## config.mk

```make
export PLATFORM = sky130hd
export DESIGN_NAME = controller_seq
export DESIGN_NICKNAME = d
export VERILOG_FILES = /design/src/rtl/controller_seq.sv
export SDC_FILE = /design/constraint.sdc
export NUM_CORES = 1
export LEC_CHECK = 0
export ABC_AREA = 1
export BUFFER_PORTS_ARGS = -buffer_cell sky130_fd_sc_hd__buf_2
export CORE_UTILIZATION = 40
export CTS_CLUSTER_SIZE = 12
export DETAILED_ROUTE_END_ITERATION = 8
export PLACE_DENSITY = 0.72
export SLEW_MARGIN = 20
export SYNTH_ARGS = -nofsm -noshare
export SYNTH_HDL_FRONTEND = slang
export SYNTH_SLANG_ARGS = --single-unit
```

## constraint.sdc

```tcl
create_clock -name clk -period 5.2 [get_ports clk]
set_input_delay 0.78 -clock clk [delete_from_list [all_inputs] [get_ports clk]]
set_output_delay 0.78 -clock clk [all_outputs]
set_load 0.05 [all_outputs]
```

## src/rtl/controller_seq.sv

```systemverilog
// controller_seq: microcoded sequencer turning opcode/flags/step into a 16-bit control word
// Ports:
//   clk        system clock, all state on rising edge
//   rst_n      asynchronous active-low reset
//   opcode     instruction opcode field (bits above 3 nonzero decode as NOP)
//   flag_c     carry flag, consulted by JC at step 3
//   flag_z     zero flag, consulted by JZ at step 3
//   step_en    advance enable; low holds the step counter
//   out        control word {HLT,PC_INC,PC_EN,PC_LOAD,MAR_LOAD,MEM_EN,MEM_LOAD,IR_LOAD,
//              IR_EN,A_LOAD,A_EN,B_LOAD,ADDER_SUB,ADDER_EN,OUT_LOAD,FLAGS_LOAD}
//   stage      current step counter
//   halted     sticky halt status
//   instr_done high during the final step of the current instruction
module controller_seq #(
    parameter int unsigned OPCODE_W  = 4,
    parameter bit          EARLY_END = 1'b1
) (
    input  logic                clk,
    input  logic                rst_n,
    input  logic [OPCODE_W-1:0] opcode,
    input  logic                flag_c,
    input  logic                flag_z,
    input  logic                step_en,
    output logic [15:0]         out,
    output logic [2:0]          stage,
    output logic                halted,
    output logic                instr_done
);
    logic [2:0]  stage_q, stage_d;
    logic        halted_q, halted_d;
    logic [3:0]  op;
    logic [2:0]  last;
    logic [15:0] exec, ctrl;
    logic        s3, s4, s5, is_hlt;
    always_comb begin
        // Any set bit above the 4-bit opcode field forces the undefined code 1000 (NOP).
        op = ((opcode >> 4) != '0) ? 4'h8 : opcode[3:0];
        s3 = stage_q == 3'd3;
        s4 = stage_q == 3'd4;
        s5 = stage_q == 3'd5;
        last = 3'd3;
        exec = '0;
        case (op)
            4'h0: begin
                last = 3'd4;
                exec = s3 ? 16'h0880 : s4 ? 16'h0440 : '0;
            end
            4'h1, 4'h2: begin
                last = 3'd5;
                exec = s3 ? 16'h0880 : s4 ? 16'h0410 : s5 ? (op[1] ? 16'h004D : 16'h0045) : '0;
            end
            4'h3: begin
                last = 3'd4;
                exec = s3 ? 16'h0880 : s4 ? 16'h0220 : '0;
            end
            4'h4: exec = s3 ? 16'h00C0 : '0;
            4'h5: exec = s3 ? 16'h1080 : '0;
            4'h6: exec = (s3 && flag_c) ? 16'h1080 : '0;
            4'h7: exec = (s3 && flag_z) ? 16'h1080 : '0;
            4'hE: exec = s3 ? 16'h0022 : '0;
            // HLT has no terminating step; 7 never matches a reachable stage.
            4'hF: begin
                last = 3'd7;
                exec = s3 ? 16'h8000 : '0;
            end
            default: exec = '0;
        endcase
        ctrl = (stage_q == 3'd0) ? 16'h2800 : (stage_q == 3'd1) ? 16'h4000 :
               (stage_q == 3'd2) ? 16'h0500 : exec;
        is_hlt = s3 && op == 4'hF;
        out = halted_q ? 16'h8000 : ctrl;
        instr_done = !halted_q && (EARLY_END ? stage_q == last : s5);
        stage = stage_q;
        halted = halted_q;
        stage_d = stage_q;
        halted_d = halted_q;
        if (step_en && !halted_q) begin
            // Entering halt keeps the counter parked at step 3.
            if (is_hlt) halted_d = 1'b1;
            else stage_d = (instr_done || s5) ? 3'd0 : stage_q + 3'd1;
        end
    end
    always_ff @(posedge clk or negedge rst_n) begin
        if (!rst_n) begin
            stage_q <= 3'd0;
            halted_q <= 1'b0;
        end else begin
            stage_q <= stage_d;
            halted_q <= halted_d;
        end
    end
endmodule

```

# Yosys cells after proc, flatten, opt, wreduce, memory -nomap -nowiden
# Index checks and enable logic that the tools add are counted.
dict set report word_totals {
  in_bits 9
  out_inout_bits 21
  reg_bits 4
  wordCells 53
}
dict set report op_classes {
  n_bitwise 1
  n_eq_ne 15
  mux 21
  n_addsub 1
  reduce_logical 13
}
# operator n
set op_table {}
lappend op_table {{$pmux W16 S9} 1}
lappend op_table {{$mux W16} 5}
lappend op_table {{$mux W13} 3}
lappend op_table {{$mux W12} 3}
lappend op_table {{$mux W11} 2}
lappend op_table {{$eq A4 B3 Y1 const B} 4}
lappend op_table {{$mux W10} 1}
lappend op_table {{$pmux W3 S3} 1}
lappend op_table {{$eq A4 B2 Y1 const B} 2}
lappend op_table {{$eq A4 B4 Y1 const B} 2}
lappend op_table {{$mux W8} 1}
lappend op_table {{$mux W7} 1}
lappend op_table {{$eq A3 B2 Y1 const B} 2}
lappend op_table {{$eq A3 B3 Y1 const B} 2}
lappend op_table {{$mux W6} 1}
lappend op_table {{$logic_and A1 B1 Y1} 5}
lappend op_table {{$eq A4 B1 Y1 const B} 1}
lappend op_table {{$logic_not A4 Y1} 1}
lappend op_table {{$mux W4} 1}
lappend op_table {{$reduce_and A2 Y1} 2}
lappend op_table {{$reduce_or A2 Y1} 2}
lappend op_table {{$add A3 B1 Y3 const B} 1}
lappend op_table {{$eq A3 B1 Y1 const B} 1}
lappend op_table {{$eq A3 B3 Y1} 1}
lappend op_table {{other kinds (5)} 5}

# Logic depth before layout (Yosys ltp)
# Gate-level depths: netlist of run 1.
dict set report logic_depth {
  depth_word 9
  ltp_mapped 10
  mapped_depth_nobuf 9
}

# Worst setup path before layout of run 1
# Ideal clock, no wire load.
dict set report synth_timing {
  path_type {reg-to-output}
  startpoint {register stage_q[0], in the netlist stage[0]}
  endpoint {output out[1]}
  stages_incl_launch_ff 10
  t_arrival_ns 2.314
  t_required_ns 4.420
  setup_slack_ns 2.106
  n_path_buf 0
  path_cell_list {dfrtp_1 inv_1 ha_1 inv_2 nor2_2 nor2_1 inv_2 nor2_8 nand2_4 nor2_1}
}
dict set report synth_between {
  elab_chain_cells 9
  elab_cells_between_ends 17
  cone_classes {5 x eq/ne; 11 x mux; 1 x reduce/logical}
}
# item line_no
set synth_lines {}
lappend synth_lines {{start: declaration} 29} ;# logic [2:0] stage_q, stage_d;
lappend synth_lines {{start signal: assignment} 88} ;# stage_q <= stage_d;
lappend synth_lines {{$eq A3 B3 Y1} 40} ;# s5 = stage_q == 3'd5;
lappend synth_lines {{$mux W7} 50} ;# exec = s3 ? 16'h0880 : s4 ? 16'h0410 : s5 ? (op[1] ? 16'h004D : 16'h0045) : '0;
lappend synth_lines {{$mux W11} 50}
lappend synth_lines {{$mux W12} 50}
lappend synth_lines {{$pmux W16 S9} 43} ;# case (op)
lappend synth_lines {{$mux W16} 69} ;# (stage_q == 3'd2) ? 16'h0500 : exec;
lappend synth_lines {{$mux W16} 68} ;# ctrl = (stage_q == 3'd0) ? 16'h2800 : (stage_q == 3'd1) ? 16'h4000 :
lappend synth_lines {{$mux W16 *} 68}
lappend synth_lines {{$mux W16 *} 71} ;# out = halted_q ? 16'h8000 : ctrl;
lappend synth_lines {{end: declaration} 24} ;# output logic [15:0] out,
# Every way passes the cells marked *; elsewhere a longest branch is shown, timed or not.

# Worst setup path after layout of run 1
dict set report layout_timing {
  startpoint {register stage_q[0], in the netlist stage[0]}
  endpoint {output out[5]}
}
dict set report layout_between {
  elab_chain_cells 8
  elab_cells_between_ends 16
  cone_classes {4 x eq/ne; 11 x mux; 1 x reduce/logical}
}
# item line_no
set layout_lines {}
lappend layout_lines {{$eq A3 B3 Y1} 39} ;# s4 = stage_q == 3'd4;
lappend layout_lines {{$mux W10 or $mux W11 (tied branches)} {54, 50}}
lappend layout_lines {{$mux W12, on equally long branches} {54, 50}}
lappend layout_lines {{$pmux W16 S9} 43}
lappend layout_lines {{$mux W16} 69}
lappend layout_lines {{$mux W16} 68}
lappend layout_lines {{$mux W16 *} 68}
lappend layout_lines {{$mux W16 *} 71}
# Marked as above.

==> results of run 1 <==
[where the power goes]
| group | internal (W) | switching, W |
|---|---|---|
| Combinational | 0.00000506 | 0.0000107 |
| Sequential | 0.0000313 | 0 |
| Clock | 0.0000257 | 0.0000107 |
[cell usage in the layout (no fill, tap or decap)]
cell,count
a21oi_1,2
buf_2,29
clkbuf_4,3
dfrtp_1,4
ha_1,6
inv_1,18
inv_2,4
inv_4,1
nand2_1,33
nand2_4,3
nand3_1,11
nand3_2,1
nand3_4,1
nand4_1,2
nor2_1,18
nor2_2,2
nor2_4,1
nor2_8,1
nor3_1,1
nor3_2,1
nor4_4,1
o211ai_1,1
o21ai_0,2
o21ai_1,2
o21ai_2,1
[sequential cells by signal (all words and copies together) (netlist names)]
| name | count |
|---|---|
| halted | 1 |
| stage | 3 |
[layer usage]
metal,vias to the layer above,part of all wire,routed length [µm]
met2,20,0.49,834
met3,0,0.039,65
met1,358,0.47,785
li1,435,-,-
met5,-,0,0
met4,0,0,0
[final timing paths]
path	start	to	slack [ns]	cells after the start
max	stage[0]$_DFFE_PN0P_	out[5]	2.34	10
min	rst_n	halted$_DFFE_PN0P_	0.35	1
max reg2reg	stage[0]$_DFFE_PN0P_	stage[2]$_DFFE_PN0P_	3.44	9
min reg2reg	stage[1]$_DFFE_PN0P_	stage[1]$_DFFE_PN0P_	0.63	2
max in group asynchronous	rst_n	stage[1]$_DFFE_PN0P_	4.73	1
min in group clk	stage[1]$_DFFE_PN0P_	stage[1]$_DFFE_PN0P_	0.63	2
[cell families after synthesis]
family          share of synthesized area
compound gates                     0.0645
fa+ha+maj                           0.105
buf+inv                             0.134
flops                               0.139
simple gates                        0.557
[final cells by class]
class | instances | share of cell area
Sequential cell | 4 | 0.110
Clock buffer | 3 | 0.0248
Inverter | 23 | 0.0978
Timing Repair Buffer | 29 | 0.160
Multi-Input combinational cell | 90 | 0.574
Tap cell | 24 | 0.0331
[stage by stage]
step | instance area [µm²] | hold slack [ns]
6_report | 908 | 0.351
5_1_grt | 908 | 0.350
4_1_cts | 908 | 0.345
3_5_place_dp | 886 | 0.587
3_3_place_gp | 886 | 0.583
2_1_floorplan | 718 | 0.484
==> impl_metrics.tcl, run 1 <==
set metrics [dict create \
    routed_wl_mm 1.69 \
    endpoint_kind "output pin" \
    total_power_w 0.0000834 \
    status "finished clean" \
    multi_input_comb_area_um2 522 \
    cts_sinks 4 \
    setup_tns_ns 0 \
    layout_setup_ws_ns 2.34 \
    die_area_um2 1970 \
    relSlewSlack 0.786 \
    yosys.area.top_type_share 0.172 \
    final_cells 173 \
    syn2layout_area_growth_pct 26.5 \
    ios 30 \
    crit_top_cell "inv_2" \
    cap_violations 0 \
    avgRoutedWirePerCell_um 9.74 \
    rsz0062_at_grt "false" \
    initial_core_util 0.451 \
    drcViolationCount 0 \
    grtUsageMet2 0.300 \
    p_leak_nw 0.541 \
    ys_ff_latch 4 \
    crit_arrival_ns 2.08 \
    layout.nets 166 \
    grt_pass1_vias 671 \
    hpwl_mm 1.44 \
    ys.flop_type "dfrtp_1" \
    cts_tree "built" \
    fp.dieW_um 44.4 \
    cts_resized 0 \
    finalCritPeriodShare 0.550 \
    met3_usage 0.0245 \
    synth_area_leaders "nand2_1 17%, dfrtp_1 14%, ha_1 10%" \
    clkLatencyLatePin_ns 0.22 \
    fmax_mhz 350 \
    synth.avg_cell_area_um2 6.09 \
    cts_setup_buffers 0 \
    grt_antenna_before_repair 0 \
    ant_nets 0 \
    hold_viol_final 0 \
    diodes 0 \
    synth_common_cells "33 x nand2_1, 18 x inv_1, 18 x nor2_1" \
    synthArstFlopShare 1.00 \
    final_core_util 0.570 \
    slowest_stage "dfrtp_1" \
    synthCells 118 \
    path_max_fanout 8 \
    drt-initial-drc-count 24 \
    crit_family "buffers and inverters" \
    numCtsBuffers 3 \
    grt_busiest_layer "met2" \
    crit_chain "inv_1 -> ha_1 -> inv_2 -> nor2_2 -> nor2_1 -> inv_2 -> nor2_8 -> nand2_4 -> o21ai_2 -> buf_2" \
    worstMarginPinSlew_ns 0.321 \
    grt_pass1_wl_mm 2.77 \
    grt_overflow 0 \
    ir_worst_vdd_mv 0.195 \
    vias_per_cell 4.70 \
    clock_path_buffers 2 \
    regArea_um2 100 \
    synth_area_leader_cell "nand2_1" \
    nFillCells 160 \
    finalMaxSlewViolations 0 \
    chipHeight_um 44.4 \
    cts_hold_buf 0 \
    grt_max_degree 9 \
    ys_seq_area_frac 0.139 \
    drive_above_1_share 0.329 \
    synth_fp_nets 133 \
    finalWeightedCongestion 0.838 \
    required_ns 4.42 \
    worst-path-buf-inv 4 \
    synth_warnings 0 \
    portBuffers 29 \
    syn_area_um2 718 \
    cts-htree-levels 1 \
    p_per_area_nw_per_um2 91.9 \
    synth_cell_types 24 \
    num_vias 813 \
    max_stage_delay_ns 0.48 \
    gr-usage-met1 0.266 \
    cts_root_buf "clkbuf_4" \
    cp-start-kind "register" \
    post-route-min-period_ns 2.86 \
    num_rows 14 \
    path_class "register to output pin" \
    fin_skew_ns 0.00143 \
    grt_util_all_layers 0.181 \
    drt_pass1_iterations 5 \
    dp.cells 170 \
    synth.most_common_cell "nand2_1" \
    pre_cts_ws_ns 2.57 \
    core_area_um2 1590 \
    synth_edf_count 0 \
    clk_transition_reported_paths_ns 0.04 \
    setup_viol 0 \
    hold_path_class "primary input to async pin" \
]
(Power assumes the default switching activity.)
==> run 2: changes to the inputs <==
- clock period: 5.2 -> 2.7 ns (I/O delays scaled with it)
==> run 2 against run 1 <==
Clock-buffer cell count up 1. Cell count up 1.2%. Sequential share of layout area down 0.10 points. Worst setup slack worse by 2.0 ns. Non-clock buffer count up 1. Sequential power up 92%. First-iteration DRC count down 50%. Wire length down 1.2%. Register-to-register slack worse by 2.5 ns. Flip-flop and latch count unchanged. Via count down 1.1%. Critical path type unchanged.
==> impl_metrics.tcl, run 2 (synthesis results as in run 1) <==
set metrics [dict create \
    clk_transition_reported_paths_ns 0.04 \
    max_stage_delay_ns 0.45 \
    pre_cts_ws_ns 0.519 \
    hold_path_class "primary input to register" \
    grt_max_degree 9 \
    cp.depth 8 \
    num_rows 14 \
    routed_wl_mm 1.66 \
    regToRegSetupSlack_ns 0.98 \
    die_area_um2 1970 \
    nFillCells 165 \
    crit_arrival_ns 2.00 \
    required_ns 2.30 \
    cts_tree "built" \
    layout_setup_ws_ns 0.295 \
    final_cell_mix "33 x nand2_1, 29 x buf_2, 18 x inv_1" \
    drive_above_1_share 0.344 \
    largest_register_ffs 3 \
    drt-initial-drc-count 12 \
    total_power_w 0.000174 \
    syn2layout_area_growth_pct 29.3 \
    cts_sinks 4 \
    cts_setup_buffers 0 \
    clock_path_buffers 2 \
    post-route-min-period_ns 2.41 \
    grt_overflow 0 \
    avgRoutedWirePerCell_um 9.51 \
    finalMaxSlewViolations 0 \
    cts_resized 0 \
    multi_input_comb_area_um2 527 \
    hold_viol_final 0 \
    grt_pass1_wl_mm 2.79 \
    cts_hold_buf 1 \
    layout_commonest_cell "nand2_1" \
    num_vias 804 \
    grt_pass1_vias 700 \
    crit_chain "ha_1 -> ha_1 -> nor3_2 -> nand2_1 -> o21ai_0 -> nand3_1 -> nand2_1 -> buf_2" \
    setup_tns_ns 0 \
    path_class "register to output pin" \
    finalCritPeriodShare 0.891 \
    ant_nets 0 \
    grt_util_all_layers 0.184 \
    drcViolationCount 0 \
    relSlewSlack 0.802 \
    fin_skew_ns 0.00141 \
    r2r_cells 9 \
    layout.nets 167 \
    drt_pass1_iterations 4 \
    p_leak_nw 0.544 \
    initial_core_util 0.451 \
    cts-htree-levels 1 \
    ir_worst_vdd_mv 0.312 \
    p_per_area_nw_per_um2 187 \
    whs_ns 0.388 \
    hpwl_mm 1.40 \
    hold-path-cell-count 3 \
    status "finished clean" \
    path_max_fanout 8 \
    vias_per_cell 4.59 \
    crit_family "simple AND/OR/NAND/NOR gates" \
    finalWeightedCongestion 0.849 \
    cap_violations 0 \
    worstMarginPinSlew_ns 0.297 \
    ios 30 \
    chipHeight_um 44.4 \
    slowest_stage "dfrtp_2" \
    fmax_mhz 416 \
    diodes 0 \
    cts_root_buf "clkbuf_4" \
    final_core_util 0.582 \
    cp-start-kind "register" \
    portBuffers 29 \
    numCtsBuffers 3 \
    endpoint_kind "output pin" \
    grt_antenna_before_repair 0 \
    core_area_um2 1590 \
    worst-path-buf-inv 1 \
    rsz0062_at_grt "false" \
    setup_viol 0 \
    regArea_um2 101 \
    clkLatencyLatePin_ns 0.24 \
    fp.dieW_um 44.4 \
]
==> run 2: worst min-delay path: stages <==
cell and delay (ns):
buf_2 0.09, nand2_1 0.05, nand2_1 0.05
==> run 2: report_power, final <==
| group | internal, W | switching (W) | leakage (nW) | total [W] |
|---|---|---|---|---|
| Combinational | 0.0000107 | 0.0000206 | 0.480 | 0.0000313 |
| Sequential | 0.0000602 | 0 | 0.0490 | 0.0000602 |
| Clock | 0.0000556 | 0.0000266 | 0.0150 | 0.0000822 |
==> run 2: routing by layer <==
metal  vias up  track usage  part of all wire
met4         0       0.0182                 0
met1       353        0.243              0.48
li1        431            -                 -
met5         -            0                 0
met2        20        0.321              0.48
met3         0       0.0367             0.038
==> run 2: layout make-up <==
| class | instances | area share |
|---|---|---|
| inverter | 23 | 0.0957 |
| multi-input combinational | 90 | 0.567 |
| tap | 24 | 0.0323 |
| clock buffer | 4 | 0.0283 |
| sequential | 4 | 0.109 |
| timing repair buffer | 30 | 0.167 |
==> run 2: worst paths after layout <==
kind / to / startpoint
max reg2reg: stage[2]$_DFFE_PN0P_ / stage[1]$_DFFE_PN0P_
min reg2reg: stage[0]$_DFFE_PN0P_ / stage[0]$_DFFE_PN0P_
max: out[6] / stage[0]$_DFFE_PN0P_
min in group asynchronous: stage[1]$_DFFE_PN0P_ / rst_n
max in group asynchronous: stage[0]$_DFFE_PN0P_ / rst_n
min: halted$_DFFE_PN0P_ / step_en
==> run 2: metrics by stage <==
| step | cell area, µm² | std cells |
|---|---|---|
| global route | 928 | 175 |
| global placement | 892 | 170 |
| detailed placement | 892 | 170 |
| CTS | 928 | 175 |
| floorplan | 724 | 118 |
| finish | 928 | 175 |
